--- src/rtl/clk_period_meter.sv ---
// rtl/clk_period_meter.sv - period and high-time meter for an asynchronous clock/pulse input
//
// Ports:
//   IN_CLK       in   system clock, all logic on its rising edge
//   IN_RSTN      in   asynchronous active-low reset
//   EN           in   measurement enable (sync to IN_CLK); low clears state and sticky flags
//   MEAS_CLK     in   asynchronous signal under measurement
//   OUT_READY    in   consumer accepts the current result
//   OUT_VALID    out  result available, held until accepted
//   PERIOD       out  IN_CLK cycles between consecutive qualified rising edges
//   HIGH_TIME    out  IN_CLK cycles from the rising edge to the last falling edge of that period
//   TIMEOUT_FLAG out  sticky: no qualified rising edge within TIMEOUT cycles
//   OVERRUN      out  sticky: an unaccepted result was overwritten

module clk_period_meter #(
    parameter int CNT_WIDTH  = 32,
    parameter int TIMEOUT    = 1000000,
    parameter int MIN_PERIOD = 4
) (
    input  logic                 IN_CLK,
    input  logic                 IN_RSTN,
    input  logic                 EN,
    input  logic                 MEAS_CLK,
    input  logic                 OUT_READY,
    output logic                 OUT_VALID,
    output logic [CNT_WIDTH-1:0] PERIOD,
    output logic [CNT_WIDTH-1:0] HIGH_TIME,
    output logic                 TIMEOUT_FLAG,
    output logic                 OVERRUN
);

    localparam logic [CNT_WIDTH-1:0] CNT_ZERO  = '0;
    localparam logic [CNT_WIDTH-1:0] CNT_ONE   = CNT_WIDTH'(1);
    localparam logic [CNT_WIDTH-1:0] CNT_MAX   = '1;
    localparam logic [CNT_WIDTH-1:0] MIN_P     = CNT_WIDTH'(MIN_PERIOD);
    localparam logic [CNT_WIDTH-1:0] TIMEOUT_C = CNT_WIDTH'(TIMEOUT);

    typedef enum logic [1:0] {
        IDLE    = 2'd0,
        ARM     = 2'd1,
        MEASURE = 2'd2
    } state_t;

    state_t               state;
    logic [CNT_WIDTH-1:0] cnt;
    logic [CNT_WIDTH-1:0] hi_lat;
    logic [CNT_WIDTH-1:0] cnt_inc;
    logic                 s1, s2, s3;
    logic                 rise_det;
    logic                 fall_det;
    logic                 qual_rise;

    // Synchronizer and history flop run regardless of EN so that edges are
    // never fabricated from stale samples when measurement is re-enabled.
    always_ff @(posedge IN_CLK or negedge IN_RSTN) begin
        if (!IN_RSTN) begin
            s1 <= 1'b0;
            s2 <= 1'b0;
            s3 <= 1'b0;
        end else begin
            s1 <= MEAS_CLK;
            s2 <= s1;
            s3 <= s2;
        end
    end

    // Rise and fall share the same synchronizer path, so their latencies
    // cancel when differences are taken.
    assign rise_det = s2 & ~s3;
    assign fall_det = ~s2 & s3;

    // In ARM any edge starts a measurement; in MEASURE edges closer than
    // MIN_PERIOD to the previous qualified edge are treated as glitches.
    assign qual_rise = rise_det && ((state == ARM) || ((state == MEASURE) && (cnt >= MIN_P)));

    assign cnt_inc = (cnt == CNT_MAX) ? cnt : cnt + CNT_ONE;

    always_ff @(posedge IN_CLK or negedge IN_RSTN) begin
        if (!IN_RSTN) begin
            state        <= IDLE;
            cnt          <= CNT_ZERO;
            hi_lat       <= CNT_ZERO;
            OUT_VALID    <= 1'b0;
            PERIOD       <= CNT_ZERO;
            HIGH_TIME    <= CNT_ZERO;
            TIMEOUT_FLAG <= 1'b0;
            OVERRUN      <= 1'b0;
        end else if (!EN) begin
            // Disable discards any pending result and clears sticky flags.
            state        <= IDLE;
            cnt          <= CNT_ZERO;
            hi_lat       <= CNT_ZERO;
            OUT_VALID    <= 1'b0;
            TIMEOUT_FLAG <= 1'b0;
            OVERRUN      <= 1'b0;
        end else begin
            // Acceptance drops OUT_VALID unless a new result loads below.
            if (OUT_VALID && OUT_READY) begin
                OUT_VALID <= 1'b0;
            end

            case (state)
                IDLE: begin
                    cnt   <= CNT_ZERO;
                    state <= ARM;
                end

                ARM: begin
                    cnt <= cnt_inc;
                    if (qual_rise) begin
                        state  <= MEASURE;
                        cnt    <= CNT_ONE;
                        hi_lat <= CNT_ZERO;
                    end
                end

                MEASURE: begin
                    cnt <= cnt_inc;
                    if (fall_det) begin
                        hi_lat <= cnt;
                    end
                    // A qualified edge on the timeout cycle still counts as
                    // a valid period; timeout only fires without one.
                    if (qual_rise) begin
                        PERIOD    <= cnt;
                        HIGH_TIME <= hi_lat;
                        OUT_VALID <= 1'b1;
                        if (OUT_VALID && !OUT_READY) begin
                            OVERRUN <= 1'b1;
                        end
                        cnt    <= CNT_ONE;
                        hi_lat <= CNT_ZERO;
                    end else if (cnt == TIMEOUT_C) begin
                        TIMEOUT_FLAG <= 1'b1;
                        state        <= ARM;
                    end
                end

                default: begin
                    state <= IDLE;
                    cnt   <= CNT_ZERO;
                end
            endcase
        end
    end

endmodule

--- config.mk ---
export PLATFORM = sky130hd
export DESIGN_NAME = clk_period_meter
export DESIGN_NICKNAME = d
export VERILOG_FILES = /design/src/rtl/clk_period_meter.sv
export SDC_FILE = /design/constraint.sdc
export NUM_CORES = 1
export LEC_CHECK = 0
export BUFFER_PORTS_ARGS = -buffer_cell sky130_fd_sc_hd__buf_2
export CAP_MARGIN = 20
export CORE_MARGIN = 3
export CORE_UTILIZATION = 62
export CTS_CLUSTER_DIAMETER = 50
export DETAILED_ROUTE_END_ITERATION = 10
export GPL_TIMING_DRIVEN = 1
export PLACE_DENSITY = 0.89
export SYNTH_ARGS = -nofsm -noshare
export SYNTH_HDL_FRONTEND = slang
export SYNTH_SLANG_ARGS = --single-unit
export TNS_END_PERCENT = 5
--- constraint.sdc ---
create_clock -name IN_CLK -period 7.6 [get_ports IN_CLK]
set_clock_uncertainty 0.05 [all_clocks]
set_input_delay 1.9 -clock IN_CLK [delete_from_list [all_inputs] [get_ports IN_CLK]]
set_output_delay 1.9 -clock IN_CLK [all_outputs]
set_load 0.02 [all_outputs]
==> results.yml <==
min_path:
  hp-class: "flop to flop"
sta:
  finalSetupTns_ns: 0
  slew_headroom_pct: 28.9
  slew_viol_final: 0
  fin_crit_ns: 3.37
  whs_ns: 0.299
  rsz0062_at_grt: "false"
  fin_ws_ns: 4.23
  tightest_slew_ns: 1.06
  setup_viol: 0
  min_period_over_period_pct: 44.3
  finalHoldViolCount: 0
  clock.fmax_ghz: 0.297
clock_tree:
  clk_latency_ns: 0.52
  post_cts_resized: 0
  htreeDepth: 4
  post_cts_buffers: 0
  clkSinkCount: 136
  cts_made_buffers: 17
  clock-root-buffer: "clkbuf_8"
  ctsLongestPathBuffers: 2
  path_clk_slew_ns: 0.06
  cts_hold_buf: 0
  tritoncts: "done"
pwr:
  p_comb_share_pct: 8.1
  p_switching_uw: 408
  seqPwrFrac_pct: 46.4
  cellLeakagePower_nw: 3.33
  clock_power_share_pct: 45.6
  irDropWorstVdd_mv: 0.163
  p_sw_share_pct: 25.2
  power_per_cell_area_nw_per_um2: 240
  p_int_mw: 1.21
synthesis:
  syn_nets: 480
  synth-main-ff-cell: "dfrtp_1"
  synthTopCellsByCount: "dfrtp_1 (136), mux2_2 (60), a22o_1 (32), a21oi_1 (29), clkbuf_1 (22)"
  syn_area_per_cell_sq_um: 12.4
  synth_top_family_by_area: "multiplexers"
  synth_seq_cells: 136
  yosysTopAreaCell: "dfrtp_1"
  yosysUniqueCellTypes: 46
  synth_top_cell_area_share_pct: 58.5
  syn_inst: 470
  synthAdderAreaFrac_pct: 1.08
  synth_simple_gate_area_share_pct: 11.3
  synth.area.mux_share_pct: 12.1
  synth_edf_count: 0
  synth.yosys.warnings: 0
  synth_sequential_area_ratio_pct: 58.5
  synthXorXnorAreaFrac_pct: 1.36
  yosysMostFrequentCell: "dfrtp_1"
  synthArstFlopShare_pct: 100
  synth.top_cells.by_area: "dfrtp_1 (59%), mux2_2 (12%), a22o_1 (4.8%)"
  synth_compound_area_share_pct: 11.9
  synth_area_sq_um: 5810
placed_design:
  dpl.hpwl_microns: 8400
  portBuffers: 71
  dp.cells: 618
  dpl_worst_slack_ns: 3.99
  gp_congestion: 0.853
worst_setup_path:
  regToRegEndpoint: "cnt[8]$_DFFE_PN0P_"
  r2r_cells: 7
  cp-start-kind: "flop"
  worstSetupStartpoint: "cnt[1]$_DFFE_PN0P_"
  endpoint_kind: "flop"
  r2r_setup_slack_ns: 4.23
  worst_path_max_delay_cell: "nor4_4"
  critPathMaxFanout: 25
  crit_chain: "ha_1 > nand2_1 > or4_1 > nor4_4 > buf_4 > o21ai_0 > a21oi_1"
  critPathKind: "flop to flop"
  worstPathRequired_ns: 7.98
  cpPeakStageDelay_ns: 1.00
  endpoint: "cnt[8]$_DFFE_PN0P_"
  crit_cells: 7
  crit_buf_inv: 1
  rr_startpoint: "cnt[1]$_DFFE_PN0P_"
  critPathTopFamily: "simple AND/OR/NAND/NOR gates"
  arrival_ns: 3.75
grt:
  antenna_found_initial: 0
  overflow: 0
  grt_pass1_wl_microns: 22100
  grt_pass1_vias: 4177
  grt_max_degree: 95
  grt_use_total_pct: 27.6
die:
  die_x_microns: 103
  die_height_microns: 103
  start_util_pct: 65.1
  io_pins: 72
  dieArea_sq_um: 10600
  core.rowCount: 34
  coreArea_sq_um: 8930
final_layout:
  syn2layout_area_growth_pct: 16.0
  n_fill_cell: 555
  final_cells: 650
  antennaDiodeCount: 0
  drive_gt1_share_pct: 33.4
  layout.nets: 540
routing:
  vias: 4333
  met2_length_microns: 6610
  avgViaCountPerCell: 6.67
  drt-initial-drc-count: 538
  finalWirelength_microns: 13800
  detail-route-antenna-nets: 0
  top_layer: "met4"
  wl_per_cell_microns: 21.2
  drc_errors: 0
  first_pass_iters: 5
  wirelength_met1_microns: 5570
  met3_length_microns: 1140
status:
  status: "complete, no violations"
flow_run:
  max-cap-violations: 0
[cell type report]
cell class / instances / area [sq um] / area share (%)
timing repair buffer: 78 / 434 / 6.44
multi-input combinational: 288 / 2200 / 32.7
clock buffer: 18 / 428 / 6.35
inverter: 9 / 33.8 / 0.501
clock inverter: 13 / 108 / 1.60
sequential: 136 / 3400 / 50.5
tap: 108 / 135 / 2.00
[worst min-delay path by stage]
stage                   end  cells after the start         start  slack (ns)
2_1_floorplan  s2$_DFF_PN0_                      0  s1$_DFF_PN0_        0.28
3_3_place_gp   s2$_DFF_PN0_                      0  s1$_DFF_PN0_        0.28
3_5_place_dp   s2$_DFF_PN0_                      0  s1$_DFF_PN0_        0.29
4_1_cts        s2$_DFF_PN0_                      0  s1$_DFF_PN0_        0.30
5_1_grt        s2$_DFF_PN0_                      0  s1$_DFF_PN0_        0.32
6_report       s2$_DFF_PN0_                      0  s1$_DFF_PN0_        0.30
[state kept, by name, indices dropped and copies added (netlist names)]
signal / count
s1: 1
OUT_VALID: 1
state: 2
TIMEOUT_FLAG: 1
HIGH_TIME: 32
cnt: 32
hi_lat: 32
s2: 1
s3: 1
PERIOD: 32
OVERRUN: 1
[metrics by stage]
stage | utilization (%) | power, mW | instance area (sq um)
detailed placement | 69.2 | 0.884 | 6180
global route | 75.5 | 1.67 | 6740
CTS | 75.2 | 1.62 | 6720
finish | 75.5 | 1.62 | 6740
floorplan | - | 0.836 | 5810
global placement | 69.2 | 0.877 | 6180
[cells in the final DEF (no fill, tap or decap), types with 2 or more instances in the layout]
cell type	Yosys	final
clkbuf_16	0	16
xnor2_1	5	5
mux2i_1	3	3
nor3_1	4	4
and3_1	3	3
xor2_1	4	4
nor4_1	8	8
ha_1	5	5
dfrtp_1	136	136
nand2b_1	2	2
o21ai_0	19	18
o41ai_1	2	2
buf_4	4	6
mux2_2	60	60
or3_1	9	9
o31ai_1	11	11
clkinv_4	0	2
a31oi_1	2	2
inv_1	9	9
clkinv_2	0	6
buf_2	9	70
nand4_1	8	8
a22o_1	32	32
clkinvlp_4	0	4
a21oi_1	29	29
nor2_1	12	12
nand2_1	20	20
nand3_1	16	16
clkbuf_8	0	2
or4_1	13	13
or2_2	2	3
[cell families (layout without fill, tap and decap cells)]
| group | count (synthesis) | in the layout |
|---|---|---|
| AO/OA/AOI/OAI | 100 | 100 |
| XOR/XNOR | 9 | 9 |
| adder cells (fa/ha/maj) | 5 | 5 |
| buffers and inverters | 46 | 118 |
| flip-flops | 136 | 136 |
| multiplexers | 63 | 63 |
| AND/OR/NAND/NOR | 111 | 111 |
[power by group through the flow]
stage / registers [mW] / logic (mW) / clock network, mW
6_report: 0.749 / 0.131 / 0.736
5_1_grt: 0.750 / 0.143 / 0.778
4_1_cts: 0.748 / 0.127 / 0.741
3_5_place_dp: 0.761 / 0.123 / 0
3_3_place_gp: 0.759 / 0.118 / 0
2_1_floorplan: 0.758 / 0.0786 / 0
[per-layer routing]
metal  GRT usage, %  vias up
li1               -     1856
met1           37.2     2138
met2           42.2      285
met3           7.10       54
met4           13.4        0
met5              0        -
Note: power is estimated with default switching activity, not from simulation.
